## src/rtl/fwd_hazard_unit_pkg.sv

```systemverilog
// hazard_pkg: shared constants and state type for the forwarding / hazard unit.
// Forward-select encodings and the hazard FSM state enum live here so the
// top and the per-channel forward logic agree on them.
package hazard_pkg;

  localparam logic [1:0] FWD_NONE = 2'b00;
  localparam logic [1:0] FWD_WB   = 2'b01;
  localparam logic [1:0] FWD_MEM  = 2'b10;

  // Load-use bubble counter width; LOAD_LAT is limited to 1..7.
  localparam int CNT_W = 3;

  typedef enum logic [1:0] {
    RUN      = 2'd0,
    LU_STALL = 2'd1,
    MEM_WAIT = 2'd2
  } haz_state_e;

endpackage

```

## src/rtl/fwd_hazard_unit_fwd_sel_chan.sv

```systemverilog
// fwd_sel_chan: forward-source priority for a single ALU source operand.
// EX/MEM beats MEM/WB; register index 0 never forwards.
module fwd_sel_chan
  import hazard_pkg::*;
#(
  parameter int REG_ADDR_W = 5
) (
  input  logic [REG_ADDR_W-1:0] ex_rs,
  input  logic [REG_ADDR_W-1:0] mem_rd,
  input  logic                  mem_regwrite,
  input  logic [REG_ADDR_W-1:0] wb_rd,
  input  logic                  wb_regwrite,
  output logic [1:0]            sel
);

  // Newest producer wins: EX/MEM result first, then MEM/WB.
  always_comb begin
    sel = FWD_NONE;
    if (mem_regwrite && (mem_rd != '0) && (mem_rd == ex_rs)) begin
      sel = FWD_MEM;
    end else if (wb_regwrite && (wb_rd != '0) && (wb_rd == ex_rs)) begin
      sel = FWD_WB;
    end
  end

endmodule

```

## src/rtl/fwd_hazard_unit.sv

```systemverilog
// fwd_hazard_unit: operand forwarding select plus load-use / memory-busy stall control.
// Optional build macro HAZ_STALL_CNT_EN adds a saturating 32-bit stall cycle counter
// output (stall_cnt); without it the port and counter do not exist.
//
// state    | meaning
// RUN      | normal flow; a load-use hit inserts its first bubble here
// LU_STALL | remaining load-use bubbles, counted down in cnt_q
// MEM_WAIT | data memory busy; saved_q holds the state to resume, cnt_q frozen
module fwd_hazard_unit
  import hazard_pkg::*;
#(
  parameter int REG_ADDR_W = 5,
  parameter int NUM_SRC    = 2,
  parameter int LOAD_LAT   = 1
) (
  input  logic                          clk,
  input  logic                          rst_n,
  input  logic [NUM_SRC*REG_ADDR_W-1:0] id_rs,
  input  logic [NUM_SRC*REG_ADDR_W-1:0] ex_rs,
  input  logic [REG_ADDR_W-1:0]         ex_rd,
  input  logic                          ex_regwrite,
  input  logic                          ex_memread,
  input  logic [REG_ADDR_W-1:0]         mem_rd,
  input  logic                          mem_regwrite,
  input  logic [REG_ADDR_W-1:0]         wb_rd,
  input  logic                          wb_regwrite,
  input  logic                          mem_busy,
  output logic [2*NUM_SRC-1:0]          fwd_sel,
  output logic                          stall,
  output logic                          flush_ex
`ifdef HAZ_STALL_CNT_EN
  ,
  output logic [31:0]                   stall_cnt
`endif
);

  haz_state_e       state_q, state_d;
  haz_state_e       saved_q, saved_d;
  haz_state_e       eff_state;
  logic [CNT_W-1:0] cnt_q, cnt_d;
  logic             rs_match;
  logic             lu_hit;

  for (genvar i = 0; i < NUM_SRC; i++) begin : g_chan
    fwd_sel_chan #(
      .REG_ADDR_W (REG_ADDR_W)
    ) u_chan (
      .ex_rs        (ex_rs[i*REG_ADDR_W +: REG_ADDR_W]),
      .mem_rd       (mem_rd),
      .mem_regwrite (mem_regwrite),
      .wb_rd        (wb_rd),
      .wb_regwrite  (wb_regwrite),
      .sel          (fwd_sel[2*i +: 2])
    );
  end

  // Load-use detect: the load in EX targets any source of the instruction in ID.
  always_comb begin
    rs_match = 1'b0;
    for (int i = 0; i < NUM_SRC; i++) begin
      if (id_rs[i*REG_ADDR_W +: REG_ADDR_W] == ex_rd) rs_match = 1'b1;
    end
    lu_hit = ex_memread & ex_regwrite & (ex_rd != '0) & rs_match;
  end

  // Next-state and stall outputs; leaving MEM_WAIT behaves as the saved state
  // in the same cycle, so a RUN resume re-evaluates lu_hit immediately.
  always_comb begin
    state_d   = state_q;
    saved_d   = saved_q;
    cnt_d     = cnt_q;
    stall     = 1'b0;
    flush_ex  = 1'b0;
    eff_state = (state_q == MEM_WAIT) ? saved_q : state_q;
    if (mem_busy) begin
      stall = 1'b1;
      if (state_q != MEM_WAIT) begin
        saved_d = state_q;
        state_d = MEM_WAIT;
      end
    end else begin
      case (eff_state)
        LU_STALL: begin
          stall    = 1'b1;
          flush_ex = 1'b1;
          if (cnt_q <= CNT_W'(1)) begin
            state_d = RUN;
            cnt_d   = '0;
          end else begin
            state_d = LU_STALL;
            cnt_d   = cnt_q - 1'b1;
          end
        end
        default: begin
          state_d = RUN;
          if (lu_hit) begin
            stall    = 1'b1;
            flush_ex = 1'b1;
            if (LOAD_LAT > 1) begin
              state_d = LU_STALL;
              cnt_d   = CNT_W'(LOAD_LAT - 1);
            end
          end
        end
      endcase
    end
  end

  // Hazard FSM registers.
  always_ff @(posedge clk or negedge rst_n) begin
    if (!rst_n) begin
      state_q <= RUN;
      saved_q <= RUN;
      cnt_q   <= '0;
    end else begin
      state_q <= state_d;
      saved_q <= saved_d;
      cnt_q   <= cnt_d;
    end
  end

`ifdef HAZ_STALL_CNT_EN
  logic [31:0] stall_cnt_q, stall_cnt_d;

  // Saturating count of stalled cycles.
  always_comb begin
    stall_cnt_d = stall_cnt_q;
    if (stall && (stall_cnt_q != 32'hFFFF_FFFF)) stall_cnt_d = stall_cnt_q + 32'd1;
  end

  // Stall counter register.
  always_ff @(posedge clk or negedge rst_n) begin
    if (!rst_n) stall_cnt_q <= '0;
    else        stall_cnt_q <= stall_cnt_d;
  end

  assign stall_cnt = stall_cnt_q;
`endif

endmodule

```

## config.mk

```make
export PLATFORM = sky130hd
export DESIGN_NAME = fwd_hazard_unit
export DESIGN_NICKNAME = d
export VERILOG_FILES = /design/src/rtl/fwd_hazard_unit_pkg.sv /design/src/rtl/fwd_hazard_unit_fwd_sel_chan.sv /design/src/rtl/fwd_hazard_unit.sv
export SDC_FILE = /design/constraint.sdc
export NUM_CORES = 1
export LEC_CHECK = 0
export BUFFER_PORTS_ARGS = -buffer_cell sky130_fd_sc_hd__buf_2
export CAP_MARGIN = 20
export CORE_MARGIN = 2
export CORE_UTILIZATION = 45
export CTS_BUF_LIST = sky130_fd_sc_hd__clkbuf_8 sky130_fd_sc_hd__clkbuf_16
export DETAILED_ROUTE_END_ITERATION = 10
export GPL_ROUTABILITY_DRIVEN = 0
export HOLD_SLACK_MARGIN = 0.06
export PLACE_DENSITY = 0.88
export SLEW_MARGIN = 20
export SYNTH_ARGS = -nofsm -noshare
export SYNTH_HDL_FRONTEND = slang
export SYNTH_SLANG_ARGS = --single-unit
```

## constraint.sdc

```tcl
create_clock -name clk -period 3.24 [get_ports clk]
set_clock_uncertainty 0.05 [all_clocks]
set_input_delay 0.162 -clock clk [delete_from_list [all_inputs] [get_ports clk]]
set_output_delay 0.162 -clock clk [all_outputs]
set_load 0.03 [all_outputs]
```

Yosys cells after proc, flatten, opt, wreduce, memory -nomap -nowiden

Cells that the tools add are included.

Bits in registers: 7
Bits of input ports: 42
Output and inout port bits: 6
Logic and storage cells: 46

$add $sub $neg: 1
Magnitude comparators: 1
Equality and inequality tests: 10
Muxes and demuxes: 16
Bitwise logic cells: 4
Reductions and logical operators: 11

Operators with widths:

| cell                                                           | count |
|---|---|
| == test 5 bit                                                  | 6 |
| nonzero test 5 bit                                             | 3 |
| two-way mux 2 bit                                              | 6 |
| two-way mux 1 bit                                              | 9 |
| logical AND 1 bit                                              | 6 |
| AND reduction 2 bit                                            | 2 |
| AND 1 bit                                                      | 3 |
| less-or-equal comparator 3 x 1 -> 1 bit, second input constant | 1 |
| two-way mux 3 bit                                              | 1 |
| subtractor 3 x 1 -> 3 bit, second input constant               | 1 |
| == test 2 x 1 -> 1 bit, second input constant                  | 1 |
| == test 2 bit, second input constant                           | 1 |
| != test 2 x 1 -> 1 bit, second input constant                  | 1 |
| != test 2 bit, second input constant                           | 1 |
| NOT 1 bit                                                      | 1 |

Longest topological paths before layout

Gate-level depths: netlist of run 1.

Depth in word-level cells: 7
Depth in mapped cells: 5
Depth with buffers taken out: 5

Cells and area by module

A second synthesis of run 1 with hierarchy kept.

Cell total of the unflattened synthesis: 95
Area, all modules: 805.8 µm²

By module, submodules not included:

| module          | instances | cells each | area each (µm²) | sequential area each (µm²) |
|---|---|---|---|---|
| fwd_hazard_unit | 1         | 55         | 503.0           | 175.2 |
| fwd_sel_chan    | 2         | 20         | 151.4           | 0.0 |

Worst setup path before layout of run 1

Ideal clock, no wire load.

Kind: input-to-output
From: input port mem_rd[4]
To: output port fwd_sel[0]
Data arrival time: 1.797 ns
Data required time: 3.028 ns
Slack: 1.231 ns
Cell stages on the path: 4
Path buffers: 0
Cell sequence: xnor2_1 > nand3_1 > nor4_1 > nor4_2

Word-level cells in the longest chain between the ends: 4
Elaborated cells between the ends (all ways): 5

RTL lines:

| what                | RTL line                           | RTL |
|---|---|---|
| from (decl)         | fwd_hazard_unit.sv:23              | `input logic [REG_ADDR_W-1:0] mem_rd,` |
| nonzero test 5 bit  | fwd_hazard_unit_fwd_sel_chan.sv:19 | `if (mem_regwrite && (mem_rd != '0) && (mem_rd == ex_rs)) begin` |
| logical AND 1 bit   | fwd_hazard_unit_fwd_sel_chan.sv:19 |  |
| logical AND 1 bit * | fwd_hazard_unit_fwd_sel_chan.sv:19 |  |
| two-way mux 2 bit * | fwd_hazard_unit_fwd_sel_chan.sv:19 |  |
| to (decl)           | fwd_hazard_unit.sv:28              | `output logic [2*NUM_SRC-1:0] fwd_sel,` |

Every way passes the cells marked *; elsewhere a longest branch is shown, timed or not.

Worst setup path after layout of run 1

From: register state_q[0]
To: output port flush_ex

Word-level cells in the longest chain between the ends: 5

RTL lines:

| what                     | RTL line               | RTL |
|---|---|---|
| from (decl)              | fwd_hazard_unit.sv:37  | `haz_state_e state_q, state_d;` |
| from (signal assigned)   | fwd_hazard_unit.sv:116 | `state_q <= state_d;` |
| == test 2 bit            | fwd_hazard_unit.sv:74  | `eff_state = (state_q == MEM_WAIT) ? saved_q : state_q;` |
| two-way mux 2 bit *      | fwd_hazard_unit.sv:74  |  |
| == test 2 x 1 -> 1 bit * | fwd_hazard_unit.sv:82  | `case (eff_state)` |
| two-way mux 1 bit *      | fwd_hazard_unit.sv:82  |  |
| two-way mux 1 bit *      | fwd_hazard_unit.sv:75  | `if (mem_busy) begin` |
| to (decl)                | fwd_hazard_unit.sv:30  | `output logic flush_ex` |

Marks and branches as above.

==> flow_summary_export.csv, run 1 <==
group,metric,value,unit
synthesis,syn-cell-area,745.7,µm²
clocking,cts_root_buf,"clkbuf_8",
synthesis,synth_top_area_share,28.19,%
synthesis,yosysMostFrequentCell,"xor2_1",
timing,timing.hold.ws,0.2606,ns
clocking,ctsResizeCount,0,
pwr,switching_share,28.95,%
synthesis,ys_seq_elements,7,
worst_setup_path,path_buf_inv,2,
clocking,cts_buffer_depth,2,
place,place.port_buffers,47,
worst_setup_path,max_stage_delay,0.39,ns
synthesis,synth-xor-area-share,35.23,%
global_routing,antenna_found_initial,0,
timing,setup_viol,0,
drt,firstDrtPassIters,4,
clocking,cts_max_level,1,
floorplanning,die_w,44.71,µm
drt,vias,834,
timing,min_period_over_period,56.29,%
pwr,p_leak,0.5293,nW
final_layout,n_antenna_cell,0,
clocking,numCtsBuffers,3,
timing,slew_headroom,70.04,%
worst_setup_path,crit_cells,5,
timing,fin_ws,1.416,ns
global_routing,use_met3,4.400,%
worst_setup_path,critPathSlowestCell,"dfrtp_1",
floorplanning,chipHeight,44.71,µm
pwr,p_per_area,289.0,nW/µm²
worst_setup_path,critical-path-top-delay-family,"compound AO/OA/AOI/OAI gates",
drt,drc_errors,0,
pwr,intPower,0.2181,mW
drt,drt_wl_total,2051,µm
global_routing,grt_util_met1,24.50,%
global_routing,grt_pass1_vias,770,
synthesis,synth-compound-area-share,12.08,%
drt,ant_nets,0,
worst_setup_path,crit_chain,"nand4bb_1 -> a21oi_1 -> inv_1 -> o31ai_1 -> buf_2",
worst_setup_path,reg2reg_depth,4,
pwr,switchingPower,0.08887,mW
worst_setup_path,r2r_end,"cnt_q[0]",
worst_setup_path,cp.required,3.03,ns
synthesis,synthCells,84,
drt,wl_per_cell,13.49,µm
pwr,power_frac_comb,30.8,%
synthesis,synth.yosys.warnings,0,
synthesis,synth.area.top_cells,"xor2_1 (28%), dfrtp_1 (23%), xnor2_1 (7.0%)",
timing,layout_min_cycle_time,1.824,ns
timing,rsz0062_at_grt,"false",
synthesis,synth-seq-area-share,23.49,%
pwr,pwr-share-clk,39.4,%
clocking,clk_pin_slew,0.04,ns
final_layout,nNetsFinal,181,
worst_setup_path,cp-end-kind,"output port",
clocking,clock_sinks,7,
floorplanning,die-area,1999,µm²
final_layout,instances_no_fill,152,
timing,slew_viol_final,0,
floorplanning,ios,48,
clocking,cts_tree,"built",
global_routing,gr-usage-all-layers,21.51,%
synthesis,syn_nets,128,
floorplanning,core-area,1524,µm²
synthesis,synth.distinct_cells,26,
synthesis,synth_top_family_by_area,"XOR/XNOR gates",
floorplanning,initial_core_util,48.93,%
place,dp_hpwl,1685,µm
synthesis,synth_adder_area_share,3.356,%
clocking,clk_latency,0.23,ns
synthesis,synthSimpleGateAreaFrac,19.30,%
synthesis,synth_top_area_cell,"xor2_1",
synthesis,synth_edf_count,0,
synthesis,synth_mux_area_share,3.020,%
worst_setup_path,crit_type,"reg -> out",
final_layout,final_util,69.70,%
synthesis,synthArstFlopShare,100.0,%
final_layout,area_delta_synth_final,42.45,%
pwr,p_seq_share,29.8,%
worst_setup_path,crit_fanout,4,
worst_setup_path,worst_r2r_startpoint,"state_q[0]",
final_layout,layout-drive-gt1-share,40.44,%
synthesis,synthFlopType,"dfrtp_1",
timing,worst_slew_pin_slew,0.4453,ns
place,pre_cts_slack,1.487,ns
synthesis,ys_top_cells_by_count,"xor2_1 (24), dfrtp_1 (7), inv_1 (6), xnor2_1 (6), or4_1 (5)",
worst_setup_path,worstPathArrival,1.61,ns
global_routing,grt_use_met2,37.10,%
timing,fin_tns_setup,0,ns
floorplanning,num_rows,14,
worst_setup_path,r2r_slack,1.76,ns
global_routing,grt-ovfl-total,0,
place,dp_cells,146,
pwr,max-vdd-ir-drop,0.3294,mV
timing,hold_viol,0,
synthesis,synth.avg_cell_area,8.878,µm²
worst_setup_path,cp-start-kind,"flop",
hold_path,hold_path.class,"in -> async",
global_routing,top_usage_layer,"met2",
drt,drt_iter0_drc,21,
timing,max_freq,548.3,MHz
job,drv_cap,0,
global_routing,grt_max_degree,8,
run_status,status,"finished, final reports clean",
worst_setup_path,cp-startpoint,"state_q[0]",
drt,via_per_inst,5.487,
global_routing,grt_pass1_wl,3084,µm
stage by stage:
stage	total power [mW]	cell area (µm²)
floorplan	0.1370	745.7
global placement	0.1807	997.2
detailed placement	0.1851	997.2
CTS	0.3108	1062
global route	0.3254	1062
finish	0.3070	1062
power groups by stage:
stage	clock (mW)	sequential (mW)	combinational [mW]
4_1_cts	0.125	0.0913	0.0949
6_report	0.121	0.0914	0.0945
5_1_grt	0.130	0.0914	0.104
3_5_place_dp	0	0.0925	0.0926
2_1_floorplan	0	0.0921	0.0449
3_3_place_gp	0	0.0924	0.0883
cell families (layout without fill, tap and decap cells):
kind of cell	Yosys count	count (layout)
AO/OA/AOI/OAI	13	13
XOR/XNOR	30	30
adder cells (fa/ha/maj)	2	2
buffers and inverters	7	59
flip-flops	7	7
multiplexers	2	2
AND/OR/NAND/NOR	23	23
state kept, by name, summed over array words and instances (netlist names):
signal	count
state_q	2
saved_q	2
cnt_q	3
timing repair:
| item | in CTS | in global routing |
|---|---|---|
| hold buffers | 2 | 0 |
| setup buffers | 0 | 0 |
| endpoints found under the hold margin | 8 | 0 |
worst max-delay path by stage:
stage	to	slack (ns)
after floorplan	fwd_sel[0]	1.23
final	flush_ex	1.42
after detailed placement	fwd_sel[2]	1.49
after CTS	flush_ex	1.44
after global placement	fwd_sel[2]	1.51
after global routing	flush_ex	1.35
cell usage in the layout, fill, tap and decap left out, drive strengths merged:
| cell type | instances |
|---|---|
| buf | 47 |
| xor2 | 24 |
| inv | 7 |
| dfrtp | 7 |
| xnor2 | 6 |
| or4 | 5 |
| nor2 | 4 |
| nor4 | 4 |
| o21ai | 4 |
| nor3 | 3 |
| nand2 | 3 |
| clkbuf | 3 |
| nand3 | 2 |
| a21oi | 2 |
| a2bb2oi | 2 |
| mux2 | 2 |
| ha | 2 |
| dlygate4sd3 | 2 |
| a22oi | 1 |
| o211ai | 1 |
| nand4bb | 1 |
| nand2b | 1 |
| o2111ai | 1 |
| o31ai | 1 |
| o21a | 1 |
routing by layer:
metal | routed length (µm) | vias up
met2 | 974 | 65
met1 | 785 | 367
met5 | 0 | -
li1 | - | 396
met3 | 251 | 6
met4 | 40 | 0
area by class of cell:
| class | count | area [µm²] |
|---|---|---|
| tap | 16 | 20.02 |
| fill | 119 | 461.7 |
| timing repair buffer | 49 | 255.2 |
| sequential | 7 | 175.2 |
| inverter | 6 | 22.52 |
| multi-input combinational | 70 | 544.3 |
| clock inverter | 1 | 3.754 |
| clock buffer | 3 | 41.29 |
(Power assumes the default switching activity.)
==> run 2: changes to the inputs <==
Settings changed: ABC_AREA set to 1, CORE_UTILIZATION 45 to 43, PLACE_DENSITY 0.88 to 0.83.
Clock period 3.24 ns to 1.9 ns, I/O delays scaled along.
==> run 2 against run 1 <==
Against the previous run: global-route usage decreased by 0.49 points; critical path depth decreased by 1; area after synthesis increased by 11%; highest routed layer unchanged; critical endpoint unchanged; cell count increased by 34%.
==> flow_summary_export.csv, run 2 <==
group,metric,value,unit
run_status,status,"finished, final reports clean",
synthesis,synth.area.top_cells,"dfrtp_1 (21%), xnor2_1 (16%), nand2_1 (12%)",
synthesis,ys_seq_elements,7,
synthesis,synth.avg_cell_area,6.594,µm²
clocking,cts_root_buf,"clkbuf_8",
final_layout,final_common_cell,"buf_2",
timing,min_period_over_period,73.85,%
timing,slew_headroom,87.30,%
worst_setup_path,cp-startpoint,"state_q[0]",
worst_setup_path,crit_fanout,3,
global_routing,grt_pass1_vias,894,
final_layout,reg_top3,"cnt_q x3, saved_q x2, state_q x2",
timing,max_freq,712.7,MHz
worst_setup_path,worstPathArrival,1.26,ns
global_routing,grt_max_degree,8,
clocking,ctsResizeCount,0,
global_routing,grt-ovfl-total,0,
timing,rsz0062_at_grt,"false",
synthesis,synthFlopType,"dfrtp_1",
drt,firstDrtPassIters,4,
synthesis,synthSimpleGateAreaFrac,33.73,%
drt,vias,965,
hold_path,hold_path.class,"in -> async",
drt,via_per_inst,4.754,
final_layout,multiInputGateArea,571.8,µm²
pwr,p_leak,0.6483,nW
final_layout,n_antenna_cell,0,
synthesis,synth_edf_count,0,
clocking,numCtsBuffers,3,
place,place.port_buffers,47,
worst_setup_path,worst_r2r_startpoint,"state_q[0]",
pwr,p_per_area,622.3,nW/µm²
synthesis,synth_adder_area_share,3.012,%
floorplanning,initial_core_util,47.09,%
timing,layout_min_cycle_time,1.403,ns
worst_setup_path,critPathSlowestCell,"dfrtp_1",
drt,drt_iter0_drc,6,
synthesis,synth_mux_area_share,0,%
drt,wl_met3,141,µm
final_layout,nNetsFinal,223,
drt,top_layer_used,"met4",
worst_setup_path,r2r_slack,0.69,ns
worst_setup_path,worstSetupEndpoint,"flush_ex",
final_layout,regMostFlops,"cnt_q",
global_routing,antenna_found_initial,0,
synthesis,syn_nets,170,
clocking,clk_latency,0.23,ns
synthesis,synthCells,126,
clocking,cts_buffer_depth,2,
floorplanning,die-area,2300,µm²
worst_setup_path,crit_chain,"o21ai_1 -> nand2_2 -> a21oi_1 -> buf_2",
place,dp_hpwl,1845,µm
worst_setup_path,crit_type,"reg -> out",
floorplanning,die_w,47.96,µm
worst_setup_path,max_stage_delay,0.38,ns
global_routing,gr-usage-all-layers,21.01,%
timing,setup_viol,0,
worst_setup_path,cp-start-kind,"flop",
floorplanning,ios,48,
place,pre_cts_slack,0.6973,ns
synthesis,synth_top_area_cell,"dfrtp_1",
synthesis,synthArstFlopShare,100.0,%
final_layout,area_delta_synth_final,39.46,%
synthesis,synth-seq-area-share,21.08,%
drt,drt_wl_total,2094,µm
worst_setup_path,r2r_end,"cnt_q[0]",
floorplanning,core-area,1764,µm²
clocking,cts_tree,"built",
worst_setup_path,reg2reg_depth,7,
synthesis,ys_top_cells_by_count,"nand2_1 (26), nor2_1 (16), xnor2_1 (15), inv_1 (13), xor2_1 (8)",
synthesis,synth_top_area_share,21.08,%
final_layout,regArea,175.2,µm²
final_layout,final_cell_mix,"buf_2 (47), nand2_1 (26), nor2_1 (16), xnor2_1 (15), inv_1 (14)",
floorplanning,num_rows,15,
clocking,clk_pin_slew,0.04,ns
synthesis,yosysMostFrequentCell,"nand2_1",
synthesis,synth.yosys.warnings,0,
final_layout,largest_reg_flops,3,
worst_setup_path,cp-end-kind,"output port",
synthesis,synth.distinct_cells,23,
synthesis,synth-xor-area-share,24.25,%
clocking,cts_max_level,1,
clocking,clock_sinks,7,
worst_setup_path,cp.required,1.75,ns
job,drv_cap,0,
timing,hold_viol,0,
drt,route.layer.met1.wl,783,µm
final_layout,final_util,65.67,%
floorplanning,chipHeight,47.96,µm
timing,fin_tns_setup,0,ns
synthesis,synth-compound-area-share,7.831,%
synthesis,syn-cell-area,830.8,µm²
timing,fin_ws,0.4968,ns
global_routing,grt_pass1_wl,3353,µm
drt,wl_per_cell,10.32,µm
clocking,post_cts_buffers,0,
pwr,max-vdd-ir-drop,0.4950,mV
timing,worst_slew_pin_slew,0.1895,ns
timing,slew_viol_final,0,
final_layout,nFillCells,184,
drt,route.met2.wl,1107,µm
synthesis,synth_top_family_by_area,"simple AND/OR/NAND/NOR gates",
drt,drc_errors,0,
final_layout,layout-drive-gt1-share,36.52,%
clocking,cts_hold_buf,2,
drt,ant_nets,0,
==> run 2: changes by cell type after synthesis, sizes merged, moves of 2 or more <==
cell     previous run  this run
xnor2               6        15
inv                 6        19
nand4               0         5
nor2                4        17
o22ai               0         2
nor4                4         0
clkinv              0         2
xor2               24         8
o21ai               4         7
or4                 5         0
nand2               3        29
mux2                2         0
a2bb2oi             2         0
nand3               2         5
==> run 2: per-layer routing <==
| metal | track usage, % | vias to the layer above |
|---|---|---|
| met1 | 20.73 | 424 |
| met4 | 11.35 | 0 |
| met3 | 1.887 | 6 |
| met2 | 41.87 | 42 |
| li1 | - | 493 |
| met5 | 0 | - |
==> run 2: cells by family after synthesis <==
| kind of cell | Yosys count |
|---|---|
| AND/OR/NAND/NOR | 61 |
| XOR/XNOR | 23 |
| buffers and inverters | 22 |
| AO/OA/AOI/OAI | 11 |
| flip-flops | 7 |
| adder cells (fa/ha/maj) | 2 |
==> run 2: how the worst min path moves through the flow <==
stage	startpoint	to	depth (start not counted)	slack, ns
2_1_floorplan	rst_n	cnt_q[0]	0	-0.25
3_3_place_gp	rst_n	cnt_q[1]	1	-0.12
3_5_place_dp	rst_n	cnt_q[2]	1	-0.12
4_1_cts	rst_n	cnt_q[2]	2	0.18
5_1_grt	rst_n	cnt_q[2]	2	0.20
6_report	rst_n	cnt_q[2]	2	0.18
==> run 2: area by class of cell <==
class                      count  area share [%]
clock inverter                 1          0.3240
multi-input combinational     97           49.35
inverter                      21           6.911
timing repair buffer          49           22.03
clock buffer                   3           3.564
tap                           25           2.700
sequential                     7           15.12
==> run 2: worst max-delay path: cells and delay by family, from the launching register on <==
family	cells	cell delay (ns)
buffers and inverters	1	0.21
AND/OR/NAND/NOR	1	0.11
AO/OA/AOI/OAI	2	0.33
flip-flops	1	0.38
==> run 2: report_power, final <==
part / switching [mW] / leakage, nW / internal [mW]
clock: 0.0612 / 0.0269 / 0.139
sequential: 0.0301 / 0.0888 / 0.185
combinational: 0.162 / 0.533 / 0.143
==> run 2: per-stage QoR <==
stage	area [µm²]	total power, mW	hold WS (ns)	instances
2_1_floorplan	830.8	0.4032	-0.2506	126
3_3_place_gp	1094	0.5006	-0.1198	197
3_5_place_dp	1094	0.5157	-0.1166	197
4_1_cts	1159	0.7263	0.1751	203
5_1_grt	1159	0.7737	0.1963	203
6_report	1159	0.7210	0.1761	203
==> run 3: changes to the inputs <==
Settings changed: CORE_UTILIZATION 43 to 39, PLACE_DENSITY 0.83 to 0.79.
Clock period 1.9 ns to 1.1 ns, I/O delays scaled along.
==> run 3 against run 2 <==
Against the previous run: the flow now finishes with violations (negative setup slack); first-iteration DRC count grew to 2.7 times the previous value; worst hold slack worse by 0.067 ns; highest routed layer unchanged; non-clock buffer count is 5 higher; critical path depth is 2 higher; largest power group unchanged; utilization is 1.6 points higher.
==> flow_summary_export.csv, run 3 (synthesized netlist as in run 2, its figures left out) <==
group,metric,value,unit
run_status,status,"complete, but fails checks",
run_status,violations,"negative setup slack",
timing,slew_viol_final,0,
worst_setup_path,worstPathArrival,1.22,ns
final_layout,largest_reg_flops,3,
floorplanning,ios,48,
clocking,numCtsBuffers,3,
final_layout,n_antenna_cell,0,
worst_setup_path,cp-startpoint,"state_q[0]",
clocking,cts_buffer_depth,2,
worst_setup_path,path_buf_inv,2,
timing,rsz0062_at_grt,"true",
drt,wl_per_cell,10.84,µm
hold_path,hold_start,"mem_busy",
worst_setup_path,crit_chain,"inv_2 -> nand3_2 -> nand2_2 -> nand2_2 -> a21oi_2 -> buf_6",
clocking,clk_pin_slew,0.04,ns
pwr,power_frac_comb,48.2,%
final_layout,final_common_cell,"buf_2",
final_layout,reg_top3,"cnt_q x3, saved_q x2, state_q x2",
timing,max_freq,755.5,MHz
timing,fin_ws,-0.2236,ns
drt,vias,987,
floorplanning,num_rows,16,
final_layout,final_cell_mix,"buf_2 (38), nand2_1 (24), xnor2_1 (15), nor2_1 (14), inv_1 (14)",
final_layout,instances_no_fill,210,
pwr,p_per_area,1040,nW/µm²
drt,firstDrtPassIters,4,
clocking,cts_tree,"built",
global_routing,antenna_found_initial,0,
clocking,clk_latency,0.23,ns
global_routing,grt-ovfl-total,0,
final_layout,area_delta_synth_final,60.39,%
worst_setup_path,crit_fanout,3,
place,place.port_buffers,47,
pwr,p_leak,0.7035,nW
floorplanning,die-area,2516,µm²
floorplanning,chipHeight,50.16,µm
worst_setup_path,r2r_slack,-0.13,ns
worst_setup_path,cp-start-kind,"flop",
timing,slew_headroom,83.42,%
worst_setup_path,worst_r2r_startpoint,"state_q[0]",
clocking,cts_max_level,1,
timing,min_period_over_period,120.3,%
final_layout,layout-drive-gt1-share,44.81,%
drt,drt_iter0_drc,16,
global_routing,grt_pass1_vias,933,
worst_setup_path,cp-end-kind,"output port",
clocking,clock_sinks,7,
hold_path,hold_path.class,"in -> reg",
drt,drt_wl_total,2277,µm
place,dp_cells,202,
timing,layout_min_cycle_time,1.324,ns
pwr,pwr-share-clk,25.3,%
worst_setup_path,crit_type,"reg -> out",
place,placedInstanceArea,1135,µm²
floorplanning,die_w,50.16,µm
timing,hold_viol,0,
worst_setup_path,critPathSlowestCell,"dfrtp_1",
clocking,cts_root_buf,"clkbuf_8",
timing,setup_viol,6,
final_layout,regMostFlops,"cnt_q",
pwr,switching_share,35.72,%
drt,ant_nets,0,
timing,timing.hold.ws,0.1089,ns
floorplanning,core-area,1982,µm²
worst_setup_path,critical-path-top-delay-family,"flip-flops",
global_routing,grt_max_degree,8,
worst_setup_path,crit_path_frequent_cell,"nand2_2",
floorplanning,initial_core_util,41.92,%
final_layout,fin_area,1333,µm²
pwr,switchingPower,0.4951,mW
drt,via_per_inst,4.700,
timing,worst_slew_pin_slew,0.2478,ns
job,drv_cap,0,
drt,drc_errors,0,
pwr,max-vdd-ir-drop,1.108,mV
final_layout,nNetsFinal,228,
worst_setup_path,max_stage_delay,0.38,ns
global_routing,gr-usage-all-layers,18.24,%
pwr,p_seq_share,26.6,%
pwr,intPower,0.8908,mW
worst_setup_path,cp.required,1.00,ns
global_routing,grt_pass1_wl,3491,µm
place,dp_hpwl,1750,µm
[run 3: power by group through the flow]
stage                     Sequential [mW]  Combinational [mW]  Clock (mW)
final                               0.368               0.668       0.350
after global routing                0.376               0.740       0.377
after CTS                           0.368               0.576       0.358
after detailed placement            0.371               0.540           0
after global placement              0.365               0.533           0
after floorplan                     0.359               0.344           0
[run 3: layout make-up]
type	instances	area [µm²]
Multi-Input combinational cell	97	656.9
Fill cell	164	649.4
Timing Repair Buffer	54	341.6
Sequential cell	7	175.2
Inverter	21	80.08
Clock buffer	3	41.29
Tap cell	27	33.78
Clock inverter	1	3.754
[run 3: what timing repair did]
| item | CTS | global route |
|---|---|---|
| endpoints found under the hold margin | 8 | 0 |
| hold buffers | 2 | 0 |
| resized for setup | 7 | 24 |
| endpoints found under the setup margin | 6 | 9 |
| setup buffers | 1 | 1 |
| pin swaps | 2 | 9 |
[run 3: worst paths after layout]
check	end	cells after the start
max	flush_ex	6
max in group asynchronous	state_q[0]	2
max reg2reg	cnt_q[1]	7
min in group asynchronous	state_q[1]	2
min	saved_q[0]	3
min reg2reg	saved_q[1]	2
[run 3: worst register-to-register path, cell delays in order (launching register included)]
cell	delay, ns
dfrtp_1	0.38
inv_2	0.08
nand3_2	0.06
nand2_2	0.08
nand2_2	0.09
nor2_4	0.17
buf_4	0.14
o22ai_2	0.06
[run 3: layer usage]
| metal | GRT usage, % | up-vias | routed length (µm) |
|---|---|---|---|
| met5 | 0 | - | 0 |
| met1 | 17.42 | 429 | 854 |
| met4 | 5.556 | 0 | 27 |
| met3 | 6.250 | 2 | 200 |
| met2 | 35.75 | 48 | 1194 |
| li1 | - | 508 | - |
[run 3: metrics by stage]
step	utilization, %	total power [mW]	setup WS (ns)	setup TNS, ns
after floorplan	-	0.7030	0.01387	0
after global placement	57.26	0.8980	0.002645	0
after detailed placement	57.26	0.9105	-0.06590	-0.1518
after CTS	62.25	1.302	-0.1875	-0.5963
after global routing	67.23	1.493	-0.2732	-1.091
final	67.23	1.386	-0.2236	-0.7549
